[src/rtl/u_bam_pkg.sv]
// Shared definitions for the broken-array multiplier accumulate datapaths.
// Width helpers are constant functions so later MAC/dot-product blocks size identically.
package u_bam_pkg;

    localparam int PROD_W_DEF = 16;

    typedef enum logic {
        ACC  = 1'b0,
        DONE = 1'b1
    } acc_state_t;

    function automatic int clog2(input int v);
        int r;
        r = 0;
        for (int i = 0; i < 31; i++) begin
            if ((1 << i) < v) r = i + 1;
        end
        return r;
    endfunction

    // Accumulator wide enough that LEN full-scale products can never overflow.
    function automatic int acc_w(input int prod_w, input int len);
        return prod_w + clog2(len);
    endfunction

    function automatic int cnt_w(input int len);
        return clog2(len + 1);
    endfunction

endpackage

[src/rtl/u_bam_prod_acc.sv]
// Frame accumulator: sums up to LEN unsigned products, closing a frame at LEN or at in_last.
// Latency: out_valid rises the cycle after the final accept; one dead input cycle per frame.
// Backpressure: result held in DONE until out_ready; in_ready is low for the whole DONE state.
module u_bam_prod_acc
    import u_bam_pkg::*;
#(
    parameter  int PROD_W = PROD_W_DEF,
    parameter  int LEN    = 8,
    localparam int ACC_W  = acc_w(PROD_W, LEN),
    localparam int CNT_W  = cnt_w(LEN)
) (
    input  logic              clk,
    input  logic              rst,
    input  logic              in_valid,
    output logic              in_ready,
    input  logic [PROD_W-1:0] in_prod,
    input  logic              in_last,
    output logic              out_valid,
    input  logic              out_ready,
    output logic [ACC_W-1:0]  out_sum,
    output logic [CNT_W-1:0]  out_count
);

    acc_state_t       state, state_nxt;
    logic [ACC_W-1:0] acc, acc_nxt;
    logic [CNT_W-1:0] cnt, cnt_nxt;
    logic             accept;
    logic             frame_end;

    assign accept    = in_valid & in_ready;
    // in_last on the LEN-th product is still a single frame end.
    assign frame_end = in_last | (cnt == CNT_W'(LEN - 1));

    always_comb begin
        state_nxt = state;
        acc_nxt   = acc;
        cnt_nxt   = cnt;
        case (state)
            ACC: begin
                if (accept) begin
                    acc_nxt = acc + ACC_W'(in_prod);
                    cnt_nxt = cnt + CNT_W'(1);
                    if (frame_end) state_nxt = DONE;
                end
            end
            DONE: begin
                if (out_ready) begin
                    acc_nxt   = '0;
                    cnt_nxt   = '0;
                    state_nxt = ACC;
                end
            end
            default: state_nxt = ACC;
        endcase
    end

    always_ff @(posedge clk) begin
        if (rst) begin
            state <= ACC;
            acc   <= '0;
            cnt   <= '0;
        end else begin
            state <= state_nxt;
            acc   <= acc_nxt;
            cnt   <= cnt_nxt;
        end
    end

    // Handshakes and results are pure register decodes; nothing combinational from the ports.
    assign in_ready  = (state == ACC);
    assign out_valid = (state == DONE);
    assign out_sum   = acc;
    assign out_count = cnt;

endmodule
[config.mk]
export PLATFORM = sky130hd
export DESIGN_NAME = u_bam_prod_acc
export DESIGN_NICKNAME = d
export VERILOG_FILES = /design/src/rtl/u_bam_pkg.sv /design/src/rtl/u_bam_prod_acc.sv
export SDC_FILE = /design/constraint.sdc
export NUM_CORES = 1
export LEC_CHECK = 0
export CORE_MARGIN = 1.5
export CORE_UTILIZATION = 50
export CTS_CLUSTER_SIZE = 8
export DETAILED_ROUTE_END_ITERATION = 6
export GPL_TIMING_DRIVEN = 0
export PLACE_DENSITY = 0.81
export SLEW_MARGIN = 10
export SYNTH_ARGS = -nofsm -noshare
export SYNTH_HDL_FRONTEND = slang
export SYNTH_SLANG_ARGS = --single-unit
[constraint.sdc]
create_clock -name clk -period 3.3 [get_ports clk]
set_input_delay 0.825 -clock clk [delete_from_list [all_inputs] [get_ports clk]]
set_output_delay 0.825 -clock clk [all_outputs]
set_load 0.02 [all_outputs]
# Word level (Yosys, flattened, before mapping)
# Index checks and enable logic that the tools add are counted.
# W data, S select, Z words.
[totals] regBits=24 input_bits=21 out_inout_bits=25 word_cells=22
[classes] n_addsub=2 eq_ne=3 n_mux=10 bitwise=3 n_reduce_logical=1
[ops] op="$mux W19" n=2
[ops] op="$pmux W19 S2" n=1
[ops] op="$add A19 B16 Y19" n=1
[ops] op="$mux W4" n=2
[ops] op="$pmux W4 S2" n=1
[ops] op="$add A4 B1 Y4 const B" n=1
[ops] op="$eq A4 B3 Y1 const B" n=1
[ops] op="$mux W1" n=3
[ops] op="$ne A2 B1 Y1 const B" n=1
[ops] op="$ne A2 B2 Y1 const B" n=1
[ops] op="$pmux W1 S2" n=1
[ops] op="$reduce_and A2 Y1" n=1
[ops] op="$and A1 B1 Y1" n=1
[ops] op="$not A1 Y1" n=1
[ops] op="$or A1 B1 Y1" n=1

# Depth between registers and ports, before layout
# Gate-level depths: netlist of run 1.
[depth] ltp_word=5 depth_mapped=8 depth_no_buf=8

# Worst setup path before layout of run 1
# Ideal clock, no wire load.
[synth_path] kind="input port to flip-flop" from="in in_prod[0]" to="reg acc[12] (netlist: out_sum[12])" setup_time_ps=123 arrival_time_ps=2594 required_time_ps=3177 setup_slack_ps=583 cell_stages=8 path_buffers=0 cell_sequence="ha_1 fa_1 a211oi_2 o21ai_2 a41o_1 o31ai_4 mux2i_1 o21ai_1"
[synth_between] elab_chain_len=3
[synth_lines] element="start: declaration" line="u_bam_prod_acc.sv:16" source="input logic [PROD_W-1:0] in_prod,"
[synth_lines] element="$add A19 B16 Y19" line="u_bam_prod_acc.sv:41" source="acc_nxt = acc + ACC_W'(in_prod);"
[synth_lines] element="$mux W19" line="u_bam_prod_acc.sv:40" source="if (accept) begin"
[synth_lines] element="$pmux W19 S2" line="u_bam_prod_acc.sv:38" source="case (state)"
[synth_lines] element="end signal: assignment" line="u_bam_prod_acc.sv:64" source="acc <= acc_nxt;"
[synth_lines] element="end: declaration" line="u_bam_prod_acc.sv:25" source="logic [ACC_W-1:0] acc, acc_nxt;"
# Every way passes these cells. The select of a mux whose other input is x is not followed.
# A chain may end at the register's enable or synchronous reset.

# Final worst setup path of run 1
# Ends and elaborated chain as after synthesis.

==> results of run 1 <==
## kinds of logic (layout without fill, tap and decap cells)
| kind of cell | after synthesis | after routing | share of synthesized area, % |
|---|---|---|---|
| AO/OA/AOI/OAI | 79 | 79 | 30.52 |
| XOR/XNOR | 8 | 8 | 3.748 |
| adder cells (fa/ha/maj) | 18 | 18 | 12.45 |
| buffers and inverters | 13 | 62 | 5.421 |
| flip-flops | 24 | 24 | 25.70 |
| multiplexers | 4 | 4 | 2.142 |
| AND/OR/NAND/NOR | 73 | 73 | 20.01 |
## cells in the mapped netlist (2+ instances only)
library cell / count / share of area, %
inv_1: 4 / 0.80
dfxtp_1: 24 / 26
mux2i_1: 4 / 2.1
a21o_1: 5 / 2.0
xnor2_1: 4 / 1.9
nand3_1: 6 / 1.6
nand2b_1: 5 / 1.7
ha_1: 17 / 11
nor2b_1: 4 / 1.3
buf_6: 5 / 3.0
o21a_1: 2 / 0.80
a22oi_1: 5 / 2.0
o21ai_1: 8 / 2.1
o21ai_0: 10 / 2.7
o21bai_1: 2 / 0.80
nand2_1: 22 / 4.4
o21a_2: 2 / 0.94
nor2_1: 22 / 4.4
xor2_1: 4 / 1.9
buf_4: 4 / 1.6
o31ai_1: 3 / 1.2
o211ai_1: 4 / 1.6
a211oi_1: 6 / 2.4
nor4_1: 2 / 0.67
a21oi_1: 17 / 4.6
nand4_1: 2 / 0.67
## registers in the layout, summed over array words and instances, names as in the netlist
name,cells
out_count,4
out_valid,1
out_sum,19
## final timing paths
| check | from | depth (start not counted) | slack [ns] | to |
|---|---|---|---|---|
| setup / recovery | in_prod[0] | 9 | 0.22 | out_sum[12] |
| hold / removal | out_sum[15] | 2 | 0.48 | out_sum[15] |
| hold reg to reg | out_sum[15] | 2 | 0.48 | out_sum[15] |
| setup reg to reg | out_sum[0] | 8 | 0.87 | out_sum[12] |
## final cells by class
class	count	area, µm²	share of cell area (%)
Clock buffer	4	55.05	2.261
Multi-Input combinational cell	182	1287	52.88
Timing Repair Buffer	45	450.4	18.50
Inverter	4	15.01	0.6166
Tap cell	48	60.06	2.467
Sequential cell	24	480.5	19.73
Buffer	9	86.33	3.546
## metrics by stage
stage | setup TNS (ns) | setup WS, ns | util, %
6_report | 0 | 0.2208 | 67.01
3_5_place_dp | -0.08599 | -0.05855 | 65.50
4_1_cts | 0 | 0.2268 | 67.01
3_3_place_gp | -0.04977 | -0.04977 | 65.50
5_1_grt | 0 | 0.07297 | 67.01
2_1_floorplan | 0 | 0.5831 | -
## power groups by stage
stage	clock (mW)	combinational [mW]	sequential, mW
3_5_place_dp	0	0.582	0.364
3_3_place_gp	0	0.572	0.362
2_1_floorplan	0	0.374	0.402
6_report	0.206	0.589	0.357
4_1_cts	0.208	0.585	0.357
5_1_grt	0.222	0.640	0.363
## routing by layer
metal  GRT usage (%)  part of all wire, %  vias to the layer above
met2           36.72                   46                       59
met3           2.289                  5.3                        7
met4           5.585                  1.0                        0
li1                -                    -                      918
met5               0                    0                        -
met1           31.52                   47                      819
## worst max-delay path, cell delays in order
cell	delay, ns
clkdlybuf4s50_1	0.40
ha_1	0.25
fa_1	0.44
a211oi_2	0.33
o21ai_2	0.14
a41o_1	0.32
o31ai_4	0.23
mux2i_1	0.24
o21ai_1	0.07
==> run_results.csv, run 1 <==
group,metric,value,unit
drt,vias_per_cell,5.706,
power,intPower,0.7079,mW
synthesis,syn-instance-count,219,
drt,ant_nets,0,
synthesis,postSynthAreaPerCell,8.536,µm²
synthesis,synth_nets,258,
drt,vias,1803,
finish,layout.cells.non_filler,316,
global_routing,overflow,0,
power,ir_drop,0.0002148,V
place,io_buffers,45,
synthesis,netlist_area,1869,µm²
clock_network,cts_setup_buffers,0,
power,clock_power_share,17.9,%
finish,final_common_cell,"clkdlybuf4s50_1",
power,p_sw_share,38.55,%
finish,synthToLayoutAreaGrowth,30.25,%
clock_network,clock_sinks,24,
sta,finalHoldViolCount,0,
floorplanning,die_y,64.15,µm
power,p_leak,0.9946,nW
worst_setup_path,cp.arrival,3.24,ns
place,dp_cells,312,
global_routing,antenna_found_initial,0,
clock_network,root_buffer,"clkbuf_8",
clock_network,cts_resized,0,
clock_network,cts_hold_buf,0,
sta,relSlewSlack,55.70,%
finish,layout_common_cells,"clkdlybuf4s50_1 (45), dfxtp_1 (24), nand2_1 (22), nor2_1 (22)",
synthesis,ys_types,52,
clock_network,clkTransAtPathRegs,0.09,ns
clock_network,clock_path_buffers,2,
sta,fin_skew,0.007278,ns
synthesis,ys_seq_elements,24,
floorplanning,top_level_ports,46,
floorplanning,die-area,4115,µm²
power,totalPowerFinal,1.152,mW
floorplanning,start_util,51.45,%
sta,whs,0.4813,ns
sta,period_share,93.31,%
power,comb_power_share,51.1,%
run,maxCapViolations,0,
place,place.gp.congestion,0.8583,
power,powerDensity,473.2,nW/µm²
global_routing,grt_max_degree,14,
synthesis,ys_warn_count,0,
finish,finalInstanceArea,2435,µm²
worst_setup_path,worst-path-max-fanout,4,
floorplanning,row_count,22,
power,switchingPower,0.4441,mW
sta,final_max_slew_viol_count,0,
finish,diodes,0,
worst_setup_path,path_class,"primary input to flop",
synthesis,async_reset_ff_share,0,%
clock_network,cts_htree_levels,1,
drt,post-route-drc-count,0,
worst_setup_path,cp-start-kind,"primary input",
finish,fill_cells,348,
clock_network,insertion_delay,0.27,ns
sta,post-route-min-period,3.079,ns
synthesis,ys_seq_area_share,25.70,%
sta,finalSetupViolations,0,
synthesis,synth_top_flop_cell,"dfxtp_1",
drt,wl,4437,µm
drt,first_pass_iters,4,
sta,clock.fmax,324.8,MHz
finish,drive_gt1_share,10.45,%
global_routing,track_usage,22.40,%
floorplanning,coreArea,3633,µm²
min_path,hp-class,"flop to flop",
worst_setup_path,crit_path_end_kind,"flop",
global_routing,grt_pass1_vias,1663,
clock_network,numCtsBuffers,3,
floorplanning,die_x,64.15,µm
synthesis,synth_edf_count,0,
status,outcome,"finished, final reports clean",
clock_network,cts_tree,"built",
worst_setup_path,required,3.46,ns
drt,wl_per_cell,14.04,µm
drt,drtIter0Drc,140,
sta,worstMarginPinSlew,0.6620,ns
power,seqPwrFrac,31.0,%
sta,rsz0062_at_grt,"false",
place,dpl_cell_area,2380,µm²
place,dpl.hpwl,3469,µm
global_routing,grt_first_pass_wirelength,7465,µm
finish,layout.nets,308,
Note: power is estimated with default switching activity, not from simulation.
==> inputs of run 2 (changes only) <==
ABC_CLOCK_PERIOD_IN_PS = 3300   (was default)
CORE_MARGIN = 2   (was 1.5)
==> run 2 against run 1 <==
  * Combinational power barely moved
  * Wire length is 1.7% higher
  * Final cell count unchanged
  * Sequential share of layout area is the same
  * Via count up 0.28%
  * Critical path type unchanged
  * Critical endpoint unchanged
  * Largest cell class unchanged
  * Largest power group unchanged
  * Highest routed layer unchanged
==> run_results.csv, run 2 (synthesized netlist as in run 1, its figures left out) <==
group,metric,value,unit
sta,final_max_slew_viol_count,0,
clock_network,cts_tree,"built",
place,dpl.hpwl,3377,µm
finish,drive_gt1_share,10.45,%
sta,finalHoldViolCount,0,
power,seqPwrFrac,30.9,%
power,switchingPower,0.4456,mW
worst_setup_path,cp-start-kind,"primary input",
finish,synthToLayoutAreaGrowth,30.25,%
power,p_leak,0.9946,nW
floorplanning,die-area,4244,µm²
global_routing,overflow,0,
worst_setup_path,slowest_delay,0.44,ns
finish,largest_register_ffs,19,
power,ir_drop,0.0002367,V
floorplanning,start_util,51.45,%
clock_network,clock_path_buffers,2,
worst_setup_path,crit_buf_inv,1,
clock_network,cts_resized,0,
drt,first_pass_iters,4,
place,io_buffers,45,
drt,drtIter0Drc,122,
global_routing,antenna_found_initial,0,
status,outcome,"finished, final reports clean",
worst_setup_path,path_cells,"clkdlybuf4s50_1 > ha_1 > fa_1 > a211oi_2 > o21ai_2 > a41o_1 > o31ai_4 > mux2i_1 > o21ai_1",
clock_network,root_buffer,"clkbuf_8",
worst_setup_path,path_class,"primary input to flop",
worst_setup_path,worst-path-max-fanout,4,
min_path,hp-start,"out_sum[11]",
min_path,hold_path_depth,2,
finish,final_common_cell,"clkdlybuf4s50_1",
sta,clock.fmax,321.2,MHz
drt,ant_nets,0,
global_routing,track_usage,22.27,%
finish,layout.nets,308,
drt,vias,1808,
sta,whs,0.4873,ns
finish,layout_common_cells,"clkdlybuf4s50_1 (45), dfxtp_1 (24), nand2_1 (22), nor2_1 (22)",
power,powerDensity,473.9,nW/µm²
min_path,min_to,"out_sum[11]",
clock_network,numCtsBuffers,3,
clock_network,insertion_delay,0.27,ns
min_path,hp-class,"flop to flop",
drt,wl,4512,µm
worst_setup_path,required,3.45,ns
drt,post-route-drc-count,0,
sta,period_share,94.35,%
worst_setup_path,ff2ff_setup_slack,0.83,ns
clock_network,clkTransAtPathRegs,0.09,ns
power,clock_power_share,17.9,%
worst_setup_path,critPathTopFamily,"compound AO/OA/AOI/OAI gates",
floorplanning,row_count,22,
sta,worstMarginPinSlew,0.6657,ns
floorplanning,top_level_ports,46,
floorplanning,die_x,65.15,µm
global_routing,grt_max_degree,14,
worst_setup_path,cp.arrival,3.27,ns
clock_network,cts_hold_buf,0,
power,p_sw_share,38.61,%
sta,relSlewSlack,55.45,%
sta,finalSetupTns,0,ns
worst_setup_path,crit_slowest_cell,"fa_1",
clock_network,clock_sinks,24,
clock_network,cts_htree_levels,1,
floorplanning,coreArea,3633,µm²
worst_setup_path,rr_worst_depth,8,
global_routing,grt_pass1_vias,1630,
run,maxCapViolations,0,
power,intPower,0.7084,mW
global_routing,grt_first_pass_wirelength,7355,µm
clock_network,cts_setup_buffers,0,
sta,rsz0062_at_grt,"false",
floorplanning,die_y,65.15,µm
worst_setup_path,worstReg2RegStart,"out_sum[0]",
place,place.gp.congestion,0.8360,
sta,fin_skew,0.002847,ns
sta,post-route-min-period,3.114,ns
drt,wl_per_cell,14.28,µm
drt,vias_per_cell,5.722,
worst_setup_path,crit_path_end_kind,"flop",
sta,finalSetupViolations,0,
finish,diodes,0,
worst_setup_path,r2r_end,"out_sum[12]",
power,comb_power_share,51.2,%
run 2: cell counts in the layout (fill, tap and decap cells not counted):
No cell type changed its count.
run 2: power by group through the flow:
stage | clock network (mW) | registers, mW | logic (mW)
floorplan | 0 | 0.402 | 0.374
global placement | 0 | 0.362 | 0.573
detailed placement | 0 | 0.363 | 0.583
CTS | 0.211 | 0.356 | 0.589
global route | 0.231 | 0.362 | 0.643
finish | 0.207 | 0.356 | 0.591
run 2: cell type report:
cell class | count | area, µm²
buffer | 9 | 86.33
clock buffer | 4 | 55.05
fill | 334 | 1199
inverter | 4 | 15.01
multi-input combinational | 182 | 1287
sequential | 24 | 480.5
tap | 48 | 60.06
timing repair buffer | 45 | 450.4
run 2: worst max path at each step:
stage                           from     endpoint  slack (ns)  cells past startpoint
final                     in_prod[0]  out_sum[12]        0.19                      9
after global routing      in_prod[0]  out_sum[12]        0.07                      9
after global placement    in_prod[0]  out_sum[12]       -0.07                      9
after floorplan           in_prod[0]  out_sum[12]        0.58                      8
after CTS                 in_prod[0]  out_sum[12]        0.20                      9
after detailed placement  in_prod[0]  out_sum[12]       -0.09                      9
run 2: layer usage:
layer / vias to the layer above / GRT usage, % / wire length [µm]
met5: - / 0 / 0
met4: 0 / 8.854 / 86
met3: 7 / 2.740 / 262
met2: 61 / 35.57 / 1982
met1: 821 / 30.63 / 2181
li1: 919 / - / -
run 2: worst register-to-register path, cell delays in order, from the launching register on:
cell	delay (ns)
dfxtp_1	0.33
ha_1	0.23
fa_1	0.44
a211oi_2	0.35
o21ai_2	0.15
a41o_1	0.33
o31ai_4	0.22
mux2i_1	0.24
o21ai_1	0.07
run 2: metrics by stage:
stage | total power, mW | std cells | area (µm²) | utilization, % | setup WS [ns]
after floorplan | 0.7753 | 219 | 1869 | - | 0.5831
after global placement | 0.9346 | 312 | 2380 | 65.50 | -0.07103
after detailed placement | 0.9464 | 312 | 2380 | 65.50 | -0.09387
after CTS | 1.156 | 316 | 2435 | 67.01 | 0.1964
after global routing | 1.235 | 316 | 2435 | 67.01 | 0.07281
final | 1.154 | 316 | 2435 | 67.01 | 0.1864
==> inputs of run 3 (changes only) <==
CAP_MARGIN = 5   (was default)
==> results of run 3 <==
No change in the layout: final DEF, timing and power equal those of run 2.
